## src/rtl/seg_scan_driver.sv

```systemverilog
// Four-digit multiplexed seven-segment scanner with registered, active-low anode/cathode outputs.
// Optional leading-zero blanking is enabled by defining SEG_LZ_BLANK_EN.
module seg_scan_driver #(
  parameter int REFRESH_DIV  = 100000,
  parameter int GUARD_CYCLES = 1000
) (
  input  logic       clk,
  input  logic       clr,
  input  logic       load,
  input  logic [3:0] dig1,
  input  logic [3:0] dig2,
  input  logic [3:0] dig3,
  input  logic [3:0] dig4,
  output logic [3:0] an,
  output logic [6:0] ca,
  output logic       frame_tick
);

  localparam int          CW      = (REFRESH_DIV > 2) ? $clog2(REFRESH_DIV) : 1;
  localparam logic [CW-1:0] CNT_TOP = CW'(REFRESH_DIV - 1);
  localparam logic [31:0] GUARD_U = GUARD_CYCLES;

  logic [CW-1:0] cnt_reg;
  logic [1:0]    idx_reg;
  logic [3:0]    shadow_reg [4];
  logic [3:0]    dig_in [4];
  logic [3:0]    an_reg;
  logic [6:0]    ca_reg;
  logic          wrap_reg;
  logic          frame_tick_reg;

  logic [3:0]    cur_digit;
  logic          guard_on;
  logic          blank_on;
  logic [3:0]    an_next;
  logic [6:0]    ca_next;

  assign dig_in[0] = dig1;
  assign dig_in[1] = dig2;
  assign dig_in[2] = dig3;
  assign dig_in[3] = dig4;

  // Shadow digits: clr has priority over load.
  generate
    for (genvar gi = 0; gi < 4; gi++) begin : g_shadow
      always_ff @(posedge clk) begin
        if (clr) begin
          shadow_reg[gi] <= 4'd0;
        end else if (load) begin
          shadow_reg[gi] <= dig_in[gi];
        end
      end
    end
  endgenerate

  function automatic logic [6:0] hex_to_seg(input logic [3:0] d);
    logic [6:0] s;
    case (d)
      4'h0: s = 7'b0000001;
      4'h1: s = 7'b1001111;
      4'h2: s = 7'b0010010;
      4'h3: s = 7'b0000110;
      4'h4: s = 7'b1001100;
      4'h5: s = 7'b0100100;
      4'h6: s = 7'b0100000;
      4'h7: s = 7'b0001111;
      4'h8: s = 7'b0000000;
      4'h9: s = 7'b0000100;
      4'hA: s = 7'b0001000;
      4'hB: s = 7'b1100000;
      4'hC: s = 7'b0110001;
      4'hD: s = 7'b1000010;
      4'hE: s = 7'b0110000;
      default: s = 7'b0111000;
    endcase
    return s;
  endfunction

  always_comb begin
    cur_digit = shadow_reg[idx_reg];
    guard_on  = (32'(cnt_reg) < GUARD_U);
    blank_on  = 1'b0;
`ifdef SEG_LZ_BLANK_EN
    // A slot blanks only when it and every more-significant digit are zero.
    case (idx_reg)
      2'd0: blank_on = (shadow_reg[0] == 4'd0);
      2'd1: blank_on = (shadow_reg[0] == 4'd0) && (shadow_reg[1] == 4'd0);
      2'd2: blank_on = (shadow_reg[0] == 4'd0) && (shadow_reg[1] == 4'd0) &&
                       (shadow_reg[2] == 4'd0);
      default: blank_on = 1'b0;
    endcase
`endif
    an_next = 4'b1111;
    ca_next = 7'b1111111;
    if (!guard_on && !blank_on) begin
      an_next = ~(4'b1000 >> idx_reg);
      ca_next = hex_to_seg(cur_digit);
    end
  end

  // wrap_reg marks that idx just rolled 3->0, so the following output cycle is the first of a new frame.
  always_ff @(posedge clk) begin
    if (clr) begin
      cnt_reg        <= '0;
      idx_reg        <= 2'd0;
      an_reg         <= 4'b1111;
      ca_reg         <= 7'b1111111;
      wrap_reg       <= 1'b0;
      frame_tick_reg <= 1'b0;
    end else begin
      an_reg         <= an_next;
      ca_reg         <= ca_next;
      frame_tick_reg <= wrap_reg;
      if (cnt_reg == CNT_TOP) begin
        cnt_reg  <= '0;
        idx_reg  <= idx_reg + 2'd1;
        wrap_reg <= (idx_reg == 2'd3);
      end else begin
        cnt_reg  <= cnt_reg + CW'(1);
        wrap_reg <= 1'b0;
      end
    end
  end

  assign an         = an_reg;
  assign ca         = ca_reg;
  assign frame_tick = frame_tick_reg;

endmodule

```

## config.mk

```make
export PLATFORM = sky130hd
export DESIGN_NAME = seg_scan_driver
export DESIGN_NICKNAME = d
export VERILOG_FILES = /design/src/rtl/seg_scan_driver.sv
export SDC_FILE = /design/constraint.sdc
export NUM_CORES = 1
export LEC_CHECK = 0
export CORE_UTILIZATION = 35
export CTS_BUF_LIST = sky130_fd_sc_hd__clkbuf_16
export CTS_CLUSTER_SIZE = 16
export DETAILED_ROUTE_END_ITERATION = 7
export GPL_TIMING_DRIVEN = 0
export PLACE_DENSITY = 0.56
export SYNTH_ARGS = -nofsm -noshare
export SYNTH_HDL_FRONTEND = slang
export SYNTH_SLANG_ARGS = --single-unit
export TNS_END_PERCENT = 1
```

## constraint.sdc

```tcl
create_clock -name clk -period 2.3 [get_ports clk]
set_input_delay 0.345 -clock clk [delete_from_list [all_inputs] [get_ports clk]]
set_output_delay 0.345 -clock clk [all_outputs]
set_load 0.1 [all_outputs]
```

==> results.tsv <==
metric	value	unit
Die H	84.48	um
Cells after Synth	208	
setup TNS	0	ns
PwrDens	622.0	mW/mm^2
Hold Path Class	reg -> reg	
Synth warnings	0	
minimum clock period	2.084	ns
Seq/Total Area, Yosys	0.4877	
share of cells above drive strength 1	0.1347	
vias per cell	4.780	
Area Growth Syn to Fin	22.07	%
Hold Crit Depth	1	
vias in the first global route	1434	
setup repair after global routing missed its margin	false	
largest net degree at the start of global routing	17	
FF+latch count, synth	50	
final layout net count	274	
CP max stage delay	0.61	ns
core area	0.006459	mm^2
Ports	31	
share of the synthesized area in the top cell type	0.2859	
Reg area	0.001161	mm^2
antenna violations before repair	0	
DRT iter0 DRCs	26	
syn nets	238	
CTS tree	yes	
clk slew on worst S/H paths	0.06	ns
diode count	0	
worst IR drop on VDD	0.0002916	V
via count	1539	
fmax	0.4799	GHz
R2R depth	8	
Worst-Skew Late Latency	0.29	ns
Rows	29	
Post-Route WL	3.778	mm
Buf/Inv on CP	2	
Largest delay share family, worst path	multiplexers	
cell taking the most area after synthesis	dfxtp_1	
total setup buffers inserted after CTS	0	
htree depth	2	
Synth cell types	48	
post-layout util	0.4500	
die area	0.007137	mm^2
grt ovf	0	
GRT Total Usage	0.1170	
average routed wire per standard cell	11.73	um
CTS buffer count	5	
Worst Clk Skew	0.004879	ns
stages on the worst setup path	8	
Root Driver	clkbuf_16	
total power	1.808	mW
post-route ant nets	0	
HPWL after DPL	2.716	mm
fill cell count	623	
starting density of the core	0.3687	
Async S/R FF share, synth	0	
failing checks	DRC	
Req. time, crit path	2.52	ns
crit-path max FO	8	
endpoints failing hold	0	
synth top area cells	dfxtp_1 29%, edfxtp_1 20%, ha_1 5.8%	
relative slew slack	0.3572	
first drt pass iteration count	8	
Hold-fix buffers, CTS	0	
gp weighted congestion	0.7163	
Die W	84.48	um
fin crit share	0.9059	
Max Buffers Root-to-Sink	2	
crit start category	flip-flop	
max FFs per register	17	
DR DRC count	2	
# port buffers	29	
Final Setup Violations	0	
crit-path cells	buf_6 > mux4_2 > inv_1 > ha_2 > mux2i_1 > a211oi_1 > a21oi_1 > o21ai_1	
top cells by count, synth	34 x dfxtp_1, 22 x nor2_1, 16 x and2_1, 16 x edfxtp_1, 12 x nand2_1	
most common cell in the synthesized netlist	dfxtp_1	
clk sinks	50	
commonest register cell after synthesis	dfxtp_1	
critical path type	reg -> reg	
maxcap violations	0	
Slew @ Worst Pin	0.9611	ns
total leakage power	1.076	nW
mapped cell area	0.002381	mm^2
first-pass GRT wire length	6.499	mm
area occupied by multi-input gates	0.001126	mm^2
CP endpoint kind	flip-flop	
Pins Over Slew Limit	0	
EDFF count, synth	16	
Synth Area per Inst	11.45	um^2
critical path's slowest cell	mux4_2	
critical path arrival	2.30	ns
status	complete, but fails checks	
## kinds of logic after synthesis
kind of cell | Yosys count | share of synthesized area
AND/OR/NAND/NOR | 85 | 0.2018
flip-flops | 50 | 0.4876
AO/OA/AOI/OAI | 19 | 0.06306
multiplexers | 16 | 0.09932
XOR/XNOR | 14 | 0.05150
buffers and inverters | 13 | 0.03889
adder cells (fa/ha/maj) | 11 | 0.05780
## routing by layer
metal  global-route usage  wire length, um
met1               0.1495             1924
met2               0.1855             1684
met3              0.03540              133
met4              0.04622               35
met5                    0                0
## through the flow
stage	cells	cell area [um^2]	hold WS [ns]	setup slack [ns]
after CTS	322	2904	0.4354	0.1218
final	322	2907	0.4343	0.2164
after global routing	322	2907	0.4798	0.04499
after detailed placement	314	2768	0.4204	0.009121
after global placement	314	2768	0.4238	0.01183
after floorplan	208	2381	0.4138	0.2738
## cell usage in the layout (no fill, tap or decap), drive strengths merged
cell           Yosys  routed
nor2b              3       3
nor4bb             1       1
clkdlybuf4s50      0      29
o221ai             2       2
inv                5       7
and3               2       2
nand2b             1       1
xnor2              9       9
nor3b              2       2
nor2              22      22
clkinvlp           0       1
mux2               6       6
nand2             14      14
o311ai             3       3
a31oi              1       1
edfxtp            16      16
and4b              1       1
mux4               2       2
xor2               5       5
buf                5       5
a211oi             2       2
nand4              5       5
ha                11      11
or3                2       2
nor3               8       8
a21oi              4       4
dfxtp             34      34
nor4               1       1
mux2i              8       8
nand3              5       5
o2111ai            1       1
clkbuf             3       8
a21boi             1       1
or2                1       1
and4               1       1
and2              16      16
o21ai              5       5
## final timing paths
kind                  startpoint                     to  slack (ns)
max reg2reg            flip-flop       ca[6]$_SDFF_PP1_        0.22
min reg2reg  wrap_reg$_SDFF_PP0_  frame_tick$_SDFF_PP0_        0.43
min          wrap_reg$_SDFF_PP0_  frame_tick$_SDFF_PP0_        0.43
max                    flip-flop       ca[6]$_SDFF_PP1_        0.22
## area by class of cell
class / count / share of cell area
Sequential cell: 50 / 0.3995
Multi-Input combinational cell: 145 / 0.3874
Timing Repair Buffer: 29 / 0.09987
Clock buffer: 5 / 0.04305
Tap cell: 77 / 0.03315
Buffer: 8 / 0.02540
Inverter: 5 / 0.006457
Clock inverter: 3 / 0.005166
## power by group
| part | total [mW] | switching, mW | internal, mW |
|---|---|---|---|
| registers | 0.950 | 0.0106 | 0.939 |
| clock network | 0.698 | 0.303 | 0.395 |
| logic | 0.160 | 0.0779 | 0.0817 |
## what timing repair did
item | in CTS | in global routing
gates resized for setup | 1 | 1
gates cloned | 0 | 0
setup endpoints to repair | 1 | 1
pin swaps | 0 | 0
(Power assumes the default switching activity.)
